==> src/rtl/mm_port_arbiter.sv <==
// mm_port_arbiter: shares the single matrix-memory port between the host loader (requester 0)
// and the MM engine (requester 1). Grants are registered and held while the owner keeps req
// high. Release hands over round-robin without an idle bubble.
// Optional burst cap: define MM_ARB_BURST_CAP_EN to force a handover after MAX_BURST granted
// cycles whenever the other requester is waiting.
module mm_port_arbiter #(
    parameter int unsigned N         = 20,
    parameter int unsigned MAX_BURST = 16
) (
    input  logic             clk,
    input  logic             reset,
    input  logic             req0,
    input  logic             req1,
    input  logic             rd0,
    input  logic             rd1,
    input  logic             wr0,
    input  logic             wr1,
    input  logic             idx0,
    input  logic             idx1,
    input  logic [N-1:0]     i0,
    input  logic [N-1:0]     i1,
    input  logic [N-1:0]     j0,
    input  logic [N-1:0]     j1,
    input  logic [2*N-1:0]   wdata0,
    input  logic [2*N-1:0]   wdata1,
    output logic             gnt0,
    output logic             gnt1,
    output logic             mem_read,
    output logic             mem_write,
    output logic             mem_index,
    output logic [N-1:0]     mem_i,
    output logic [N-1:0]     mem_j,
    output logic [2*N-1:0]   mem_wdata,
    input  logic [N-1:0]     mem_rdata,
    output logic [N-1:0]     rdata
);

    typedef enum logic [1:0] {
        StIdle,
        StOwn0,
        StOwn1
    } state_e;

    state_e state_q, state_d;
    logic   last_q, last_d;

    // A burst cap below 2 would hand over before the owner ever gets a full access in.
    if (MAX_BURST < 2) begin : g_bad_max_burst
        $error("MAX_BURST must be at least 2");
    end

`ifdef MM_ARB_BURST_CAP_EN
    localparam int unsigned CntW = $clog2(MAX_BURST);
    localparam logic [CntW-1:0] CntMax = CntW'(MAX_BURST - 1);

    logic [CntW-1:0] cnt_q, cnt_d;
    logic            cap0, cap1;

    // Burst exhausted and the other side is waiting: preempt the current owner.
    assign cap0 = (cnt_q == CntMax) && req1;
    assign cap1 = (cnt_q == CntMax) && req0;
`else
    logic cap0, cap1;

    assign cap0 = 1'b0;
    assign cap1 = 1'b0;
`endif

    // Next-state and last-served pointer: tie goes to the requester not served last.
    always_comb begin
        state_d = state_q;
        last_d  = last_q;
        unique case (state_q)
            StIdle: begin
                if (req0 && req1) begin
                    state_d = last_q ? StOwn0 : StOwn1;
                end else if (req0) begin
                    state_d = StOwn0;
                end else if (req1) begin
                    state_d = StOwn1;
                end
            end
            StOwn0: begin
                if (!req0 || cap0) begin
                    last_d  = 1'b0;
                    state_d = req1 ? StOwn1 : StIdle;
                end
            end
            StOwn1: begin
                if (!req1 || cap1) begin
                    last_d  = 1'b1;
                    state_d = req0 ? StOwn0 : StIdle;
                end
            end
            default: state_d = StIdle;
        endcase
    end

`ifdef MM_ARB_BURST_CAP_EN
    // Burst counter: restarts on every ownership change, saturates at MAX_BURST-1.
    always_comb begin
        cnt_d = cnt_q;
        if (state_d != state_q) begin
            cnt_d = '0;
        end else if (state_q != StIdle && cnt_q != CntMax) begin
            cnt_d = cnt_q + CntW'(1);
        end
    end

    // Burst counter register.
    always_ff @(posedge clk) begin
        if (reset) begin
            cnt_q <= '0;
        end else begin
            cnt_q <= cnt_d;
        end
    end
`endif

    // Arbiter state; last=1 after reset so requester 0 wins the first tie.
    always_ff @(posedge clk) begin
        if (reset) begin
            state_q <= StIdle;
            last_q  <= 1'b1;
        end else begin
            state_q <= state_d;
            last_q  <= last_d;
        end
    end

    assign gnt0  = (state_q == StOwn0);
    assign gnt1  = (state_q == StOwn1);
    assign rdata = mem_rdata;

    // Forward the owner's command; strobes are qualified by its req so a released
    // requester cannot slip an access through in its last granted cycle.
    always_comb begin
        mem_read  = 1'b0;
        mem_write = 1'b0;
        mem_index = 1'b0;
        mem_i     = '0;
        mem_j     = '0;
        mem_wdata = '0;
        if (!reset) begin
            unique case (state_q)
                StOwn0: begin
                    mem_read  = rd0 & req0;
                    mem_write = wr0 & req0;
                    mem_index = idx0;
                    mem_i     = i0;
                    mem_j     = j0;
                    mem_wdata = wdata0;
                end
                StOwn1: begin
                    mem_read  = rd1 & req1;
                    mem_write = wr1 & req1;
                    mem_index = idx1;
                    mem_i     = i1;
                    mem_j     = j1;
                    mem_wdata = wdata1;
                end
                default: ;
            endcase
        end
    end

endmodule

==> config.mk <==
export PLATFORM = sky130hd
export DESIGN_NAME = mm_port_arbiter
export DESIGN_NICKNAME = d
export VERILOG_FILES = /design/src/rtl/mm_port_arbiter.sv
export SDC_FILE = /design/constraint.sdc
export NUM_CORES = 1
export LEC_CHECK = 0
export CAP_MARGIN = 10
export CORE_AREA = 5 5 110 112
export DETAILED_ROUTE_END_ITERATION = 16
export DIE_AREA = 0 0 115 117
export GPL_TIMING_DRIVEN = 0
export HOLD_SLACK_MARGIN = 0.15
export SLEW_MARGIN = 20
export SYNTH_ARGS = -nofsm -noshare
export SYNTH_HDL_FRONTEND = slang
export SYNTH_SLANG_ARGS = --single-unit
==> constraint.sdc <==
create_clock -name clk -period 2.4 [get_ports clk]
set_input_delay 0.72 -clock clk [delete_from_list [all_inputs] [get_ports clk]]
set_output_delay 0.72 -clock clk [all_outputs]
set_load 0.02 [all_outputs]
==> results.ini, run 1 <==
[synth]
syn_avg_cell_area_um2=6.08
netlist_area_um2=1500
synth_top_area_share=0.405
syn_nets=443
yosysTopAreaCell=a22oi_1
yosys_warnings=0
ys_ff_latch=3
yosys-top-cells-area=a22oi_1, nor2_1, buf_4, ha_1, dfxtp_1
synth_cell_types=22
synthCells=247
yosysSeqAreaShare=0.0400

[placed_design]
io_buffer_count=274
detailed_place_hpwl_um=9170
dpl.cell_count=664
dpl_cell_area_um2=4620
gp_congestion=0.796

[cells_and_area]
stdcell_area_um2=4830
nets=724
finalNonFillerCells=670
antenna_cells=0
drive_gt1_frac=0.533
fin_util=0.434
final_cell_mix=clkdlybuf4s50_1, nor2_2, buf_2, a22oi_2, buf_4
layout_commonest_cell=clkdlybuf4s50_1
synthToLayoutAreaGrowth_pct=221

[routing]
wire_per_inst_um=16.7
totalWireLength_um=11200
drc=0
vias_per_cell=4.44
vias=2972
initialDrtViolationCount=96
drtAntennaViolNets=0
drt-pass1-iter-count=4

[global_routing]
grtUsageTotal=0.146
grt_remaining_overflow=0
antenna_found_initial=0
grt_pass1_vias=3026
grt_pass1_wl_um=16000
grt_max_degree=11

[clocking]
h-tree-depth=1
cts-root-buf=clkbuf_16
cts_tree=built
numCtsBuffers=3
clk_latency_ns=0.22
postCtsSetupBuffers=0
cts_hold_buf=0
clockBufferDepth=2
cts.sinks=3
clk_pin_slew_ns=0.03

[floorplanning]
die_h_um=117
initial_core_util=0.135
core_region_area_um2=11100
ios=295
rows=39
die_area_um2=13500
die_w_um=115

[hold_path]
worstHoldEndpoint=last_q$_SDFFE_PP1P_
whs_path_depth=2
hp-class=flop to flop
min-delay-start=last_q$_SDFFE_PP1P_

[timing]
rsz0062_at_grt=true
final-hold-violation-count=0
fin_crit_ns=2.37
fin_crit_sh=0.988
finClkSkew_ns=0.00134
slew_viol_final=0
setup_viol=0
setup_tns_ns=0
max_freq_mhz=422
relSlewSlack=0.760
worst_pin_slew_ns=0.360

[worst_setup_path]
critPathKind=flop to primary output
end_kind=primary output
r2r-end=state_q[0]$_SDFFE_PP0P_
r2r-start=state_q[0]$_SDFFE_PP0P_
crit_path_max_fanout=10
arrival_ns=1.65
crit_path_start_kind=flop
worstRegToRegCells=5
r2r_slack_ns=0.78
required_ns=1.68

[status]
status=finished, final reports clean

[power_and_ir_drop]
total_leakage_power_nw=1.84
p_per_area_nw_per_um2=451
ir_worst_vdd_mv=0.321

[job]
maxCapViolCount=0

flip-flops by register name (all words and copies together), names as in the netlist:
register	cells
last_q	1
state_q	2
logic make-up (layout without fill, tap and decap cells):
family                   Yosys count  in the layout  share of synthesized area
buffers and inverters             50            330                      0.182
AO/OA/AOI/OAI                     93             93                      0.466
adder cells (fa/ha/maj)            6              6                     0.0500
flip-flops                         3              3                     0.0400
AND/OR/NAND/NOR                   95             95                      0.261
synth_stat cells:
library cell / number
or2b_1: 1
ha_1: 6
buf_2: 9
nor3b_1: 1
buf_4: 20
a221oi_1: 1
buf_1: 8
a22oi_1: 81
inv_1: 3
o41ai_2: 2
o21bai_1: 1
nand2b_1: 3
a21oi_1: 5
clkbuf_1: 10
a22o_1: 1
dfxtp_1: 3
and3b_2: 1
or2_4: 1
nor2_1: 82
nand3_1: 4
nor2b_1: 2
o21ai_0: 2
worst max-delay path, stage by stage (launching register included):
cell and delay [ns]:
dfxtp_4 0.37, inv_2 0.08, ha_4 0.18, clkbuf_8 0.16, buf_4 0.18, a22oi_2 0.25
nor2_2 0.05, buf_2 0.16
metal layers:
layer / track usage / vias up / part of all wire
met5: 0 / - / 0
met4: 0.0180 / 0 / 0.012
li1: - / 1444 / -
met3: 0.0272 / 10 / 0.074
met1: 0.173 / 1380 / 0.37
met2: 0.278 / 138 / 0.54
per-stage QoR:
stage	setup WS, ns	hold WS [ns]	power (mW)
6_report	0.0289	0.543	2.18
5_1_grt	-0.0481	0.580	2.33
4_1_cts	0.00289	0.543	2.08
3_5_place_dp	-1.08	0.528	1.63
3_3_place_gp	-1.05	0.530	1.61
2_1_floorplan	0.0525	0.499	0.949
layout make-up:
cell class / count / area, µm²
flip-flops and latches: 3 / 67.6
repair buffers: 276 / 2380
fillers: 1124 / 6300
inverters: 3 / 11.3
well taps: 143 / 179
plain buffers: 47 / 429
multi-input cells: 194 / 1680
clock buffers: 4 / 78.8
report_power, final:
group          internal [mW]  leakage, nW  total (mW)  switching (mW)
combinational          0.893         1.77        1.83           0.939
sequential            0.0654       0.0260      0.0838          0.0184
clock                  0.219       0.0382       0.261          0.0425
what timing repair did:
action / CTS / global route
pin swaps: 1 / 1
cloned: 2 / 0
resized for setup: 435 / 56
endpoints found under the setup margin: 83 / 69
worst max path at each step:
stage,from,to,slack (ns),cells past startpoint
5_1_grt,state_q[0]$_SDFFE_PP0P_,mem_j[7],-0.05,7
2_1_floorplan,state_q[0]$_SDFFE_PP0P_,mem_i[10],0.05,6
4_1_cts,state_q[0]$_SDFFE_PP0P_,mem_wdata[5],0.003,7
3_5_place_dp,reset,mem_j[18],-1.08,6
3_3_place_gp,reset,mem_j[18],-1.05,6
6_report,state_q[0]$_SDFFE_PP0P_,mem_j[13],0.03,7
Power figures use the tool's default switching activity.
==> run 2, diff against run 1 <==
--- a/config.mk
+++ b/config.mk
@@ -7,6 +7,7 @@
 export LEC_CHECK = 0
 export CAP_MARGIN = 10
 export CORE_AREA = 5 5 110 112
+export CTS_CLUSTER_DIAMETER = 120
 export DETAILED_ROUTE_END_ITERATION = 16
 export DIE_AREA = 0 0 115 117
 export GPL_TIMING_DRIVEN = 0
==> results of run 2 <==
Same layout as run 1: the final DEF is identical, and so are final timing and power.
==> variant 1, RTL diff (settings of run 2) <==
The option `MM_ARB_BURST_CAP_EN` is turned on by a define.
--- a/src/rtl/mm_port_arbiter.sv
+++ b/src/rtl/mm_port_arbiter.sv
@@ -3,6 +3,8 @@
 // high. Release hands over round-robin without an idle bubble.
 // Optional burst cap: define MM_ARB_BURST_CAP_EN to force a handover after MAX_BURST granted
 // cycles whenever the other requester is waiting.
+`define MM_ARB_BURST_CAP_EN
+
 module mm_port_arbiter #(
     parameter int unsigned N         = 20,
     parameter int unsigned MAX_BURST = 16
Formal check against the unedited RTL: same outputs for any inputs over 10 cycles, from zero or initial values and one cycle with reset high; that may be too few to reach the edited logic, so the function may still have changed.
==> variant 1 against run 2 <==
Worst hold slack got worse by 0.00098 ns; sequential share of layout area grew 1.1 points; synthesized cell count rose by 11%; cell count increased by 5.5%; sequential cell count is 4 higher; global-route usage rose by 2.8 points; final area rose by 23%; area after synthesis increased by 13%; wire length up 17%; total power down 3.1%; non-clock buffer count increased by 10; setup slack lost 0.0022 ns; critical endpoint is now mem_i[6].
==> variant 1: results (changes against run 2) <==
outcome: complete, no violations (unchanged)
via/cell ratio: 4.597 (was 4.436)
maximum VDD drop: 0.2033 mV (was 0.3205 mV)
Yosys cell types: 33 (was 22)
grt met1 use: 20.49% (was 17.33%)
largest stage delay on the critical path: 0.39 ns (was 0.37 ns)
skew final: 0.003065 ns (was 0.001338 ns)
Post-Syn Instances: 275 (was 247)
Post-Route WL: 13.17 mm (was 11.22 mm)
first-pass GRT wire length: 18.65 mm (was 15.97 mm)
M3 GR Usage: 4.679% (was 2.725%)
Internal Pwr Total: 1.244 mW (was 1.178 mW)
Final Wtd Congestion: 0.8319 (was 0.7961)
vias in the first global route: 3385 (was 3026)
Synthesized Nets: 470 (was 443)
leakage: 2.123 nW (was 1.837 nW)
Non-Filler Instances: 707 (was 670)
IO buf count: 273 (was 274)
dpl cells: 691 (was 664)
layout cells sized above 1: 55.67% (was 53.32%)
register area share after synthesis: 8.278% (was 3.997%)
drt pass-1 iters: 5 (was 4)
M2 GR Usage: 32.14% (was 27.82%)
Rel. slew slack: 64.61% (was 76.02%)
initial drt markers: 97 (was 96)
Layout Nets: 760 (was 724)
largest cells by area after synthesis: a22oi_1 36%, nor2_1 19%, buf_4 8.9% (was a22oi_1 40%, nor2_1 20%, buf_4 10%)
critical path's top delay family: buffers and inverters (unchanged)
# fillers: 1032 (was 1124)
Post-DP Area: 4813 um^2 (was 4624 um^2)
worst-path maximum fanout: 6 (was 10)
-- variant 1: cell types whose count changed after synthesis, sizes merged, moves of 3 or more --
cell	change
clkbuf	+18
buf	-17
nor3	+5
nand2	+5
nor2	+4
nand2b	-3
inv	+4
dfxtp	+4
-- variant 1: layer usage --
metal / part of all wire [%] / wire length, um
met5: 0 / 0
met4: 1.1 / 147
met3: 9.0 / 1188
met2: 54 / 7095
met1: 36 / 4734
-- variant 1: worst reg2reg max path, cell delays in order, from the launching register on --
cell	delay, ns
dfxtp_1	0.36
ha_1	0.28
nand3_1	0.13
o221ai_1	0.23
nand2_1	0.13
o311ai_1	0.48
nor3_1	0.10
-- variant 1: what timing repair did --
item,CTS,global route
hold buffers,0,0
setup endpoints to repair,83,73
pin swaps,3,1
resized for setup,584,92
buffers inserted,1,1
cloned,10,0
-- variant 1: final cells by class --
class                      instances  share of cell area (%)
timing repair buffer             285                   48.32
inverter                           7                  0.4866
sequential                         7                   2.496
tap                              143                   3.025
clock buffer                       4                   1.333
buffer                            48                   10.01
multi-input combinational        213                   34.33
-- variant 1: logic make-up (layout without fill, tap and decap cells) --
kind of cell,Yosys count,count (layout),share of synthesized area [%]
adders and majority gates,5,5,3.695
and+or+nand+nor,105,105,25.57
buffers and inverters,55,344,16.70
muxes,1,1,0.5913
xor gates and xnor gates,1,1,0.5175
AOI/OAI and AO/OA,101,101,44.64
DFF,7,7,8.278
-- variant 1: worst paths after layout --
kind / startpoint / end / slack, ns / cells past startpoint
hold / removal: cnt_q[1] / cnt_q[1] / 0.54 / 2
setup / recovery: state_q[1] / mem_i[6] / 0.03 / 7
setup reg to reg: cnt_q[0] / cnt_q[0] / 0.56 / 6
hold reg to reg: cnt_q[1] / cnt_q[1] / 0.54 / 2
-- variant 1: metrics by stage --
stage	util, %	setup WS (ns)	total power [mW]
floorplan	-	0.002640	0.7566
global placement	43.26	-1.380	1.304
detailed placement	43.26	-1.348	1.314
CTS	50.18	-0.03042	2.005
global route	53.16	-0.02148	2.223
finish	53.16	0.02673	2.111
-- variant 1: power by group through the flow --
stage          sequential [mW]  clock (mW)  combinational (mW)
2_1_floorplan            0.141           0               0.616
6_report                 0.147       0.286                1.68
4_1_cts                  0.148       0.291                1.57
3_5_place_dp             0.145           0                1.17
3_3_place_gp             0.144           0                1.16
5_1_grt                  0.149       0.297                1.78
==> variant 2, RTL diff (config.mk and constraints of run 2) <==
Without the edit above. The 3 states of `state_e` get a one-hot encoding in 3 bits.
--- a/src/rtl/mm_port_arbiter.sv
+++ b/src/rtl/mm_port_arbiter.sv
@@ -35,10 +35,10 @@
     output logic [N-1:0]     rdata
 );
 
-    typedef enum logic [1:0] {
-        StIdle,
-        StOwn0,
-        StOwn1
+    typedef enum logic [2:0] {
+        StIdle = 3'b001,
+        StOwn0 = 3'b010,
+        StOwn1 = 3'b100
     } state_e;
 
     state_e state_q, state_d;
Check against the original RTL: same outputs for any inputs over 10 cycles, from zero or initial values and one cycle with reset high; not proved beyond that.
==> variant 2 against run 2 <==
The run now ends with setup timing left; critical path type unchanged; wire length rose by 3.9%; critical endpoint is now mem_wdata[31]; area after synthesis grew 48%; final area grew 16%; maximum frequency decreased by 2.0%; synthesized cell count increased by 1.6%; sequential cell count grew 1; cell count rose by 3.6%; global-route usage grew 1.1 points; setup slack worse by 0.049 ns; non-clock buffer count grew 25; via count is 2.4% higher; clock skew fell by 0.0011 ns; total power down 37%.
==> variant 2: results (changes against run 2) <==
layout cells sized above 1: 56.08% (was 53.32%)
NetSw: 465.8 uW (was 999.9 uW)
Post-DP Area: 5149 um^2 (was 4624 um^2)
Yosys cell types: 33 (was 22)
nonclk inv count: 2 (was 3)
Layout Nets: 743 (was 724)
Post-DP HPWL: 9.500 mm (was 9.170 mm)
worst setup path start: state_q[0] (unchanged)
XOR/XNOR Fraction of Synth Area: 0.3933% (was 0%)
initial drt markers: 147 (was 96)
bufs w/o clock: 348 (was 323)
fraction of area in multi-input gates: 30.36% (was 34.76%)
Internal Pwr Total: 896.4 uW (was 1.178 mW)
skew final: 0.0002790 ns (was 0.001338 ns)
# clk buffers: 3 (was 4)
worst r2r src: state_q[1] (was state_q[0])
setup TNS: -0.04115 ns (was 0 ns)
Post-Route WL: 11.66 mm (was 11.22 mm)
outcome: finished with violations (was complete, no violations)
Clock Power Share: 19.5% (was 12.0%)
Sequential cell area: 85.08 um^2 (was 67.56 um^2)
CP arrival: 1.70 ns (was 1.65 ns)
Final Wtd Congestion: 0.7876 (was 0.7961)
violated checks: setup timing
# fillers: 1102 (was 1124)
Non-Filler Instances: 694 (was 670)
final setup fails: 3 (was 0)
Avg Synthesized Cell Area: 8.873 um^2 (was 6.084 um^2)
crit path to: mem_wdata[31] (was mem_j[13])
Reg2Reg Setup Slack: 0.89 ns (was 0.78 ns)
setup ws final: -0.02049 ns (was 0.02890 ns)
area share of fa/ha/maj cells after synthesis: 0% (was 4.996%)
largest cells by area after synthesis: a22oi_2 39%, nor2_2 20%, buf_4 8.4% (was a22oi_1 40%, nor2_1 20%, buf_4 10%)
synth cell count leaders: 70 x a22oi_2, 70 x nor2_2, 25 x buf_4 (was 82 x nor2_1, 81 x a22oi_1, 20 x buf_4)
leakage: 2.071 nW (was 1.837 nW)
biggest regs: state_q (3), last_q (1) (was state_q (2), last_q (1))
end of the worst register-to-register path: state_q[2] (was state_q[0])
register area share after synthesis: 3.596% (was 3.997%)
==> variant 2: cell types whose count changed after synthesis, sizes merged, moves of 3 or more <==
cell	run 2	this run
nor2	82	85
a21oi	5	2
ha	6	0
buf	37	41
nand3	4	0
==> variant 2: per-layer routing <==
| metal | track usage, % | wire length, um |
|---|---|---|
| met1 | 17.75 | 4134 |
| met2 | 29.01 | 6305 |
| met3 | 4.576 | 1110 |
| met4 | 3.208 | 109 |
| met5 | 0 | 0 |
==> variant 2: metrics by stage <==
step / hold slack (ns) / setup WS, ns
after floorplan: 0.4718 / 0.1089
after global placement: 0.4954 / -1.377
after detailed placement: 0.5085 / -1.375
after CTS: 0.5144 / -0.1031
after global routing: 0.5683 / -0.07590
final: 0.5123 / -0.02049
==> variant 2: repair_timing <==
| action | in CTS | in global routing |
|---|---|---|
| endpoints found under the setup margin | 85 | 83 |
| cloned | 2 | 2 |
| pin swaps | 4 | 11 |
| setup buffers | 21 | 4 |
| gates resized for setup | 432 | 102 |
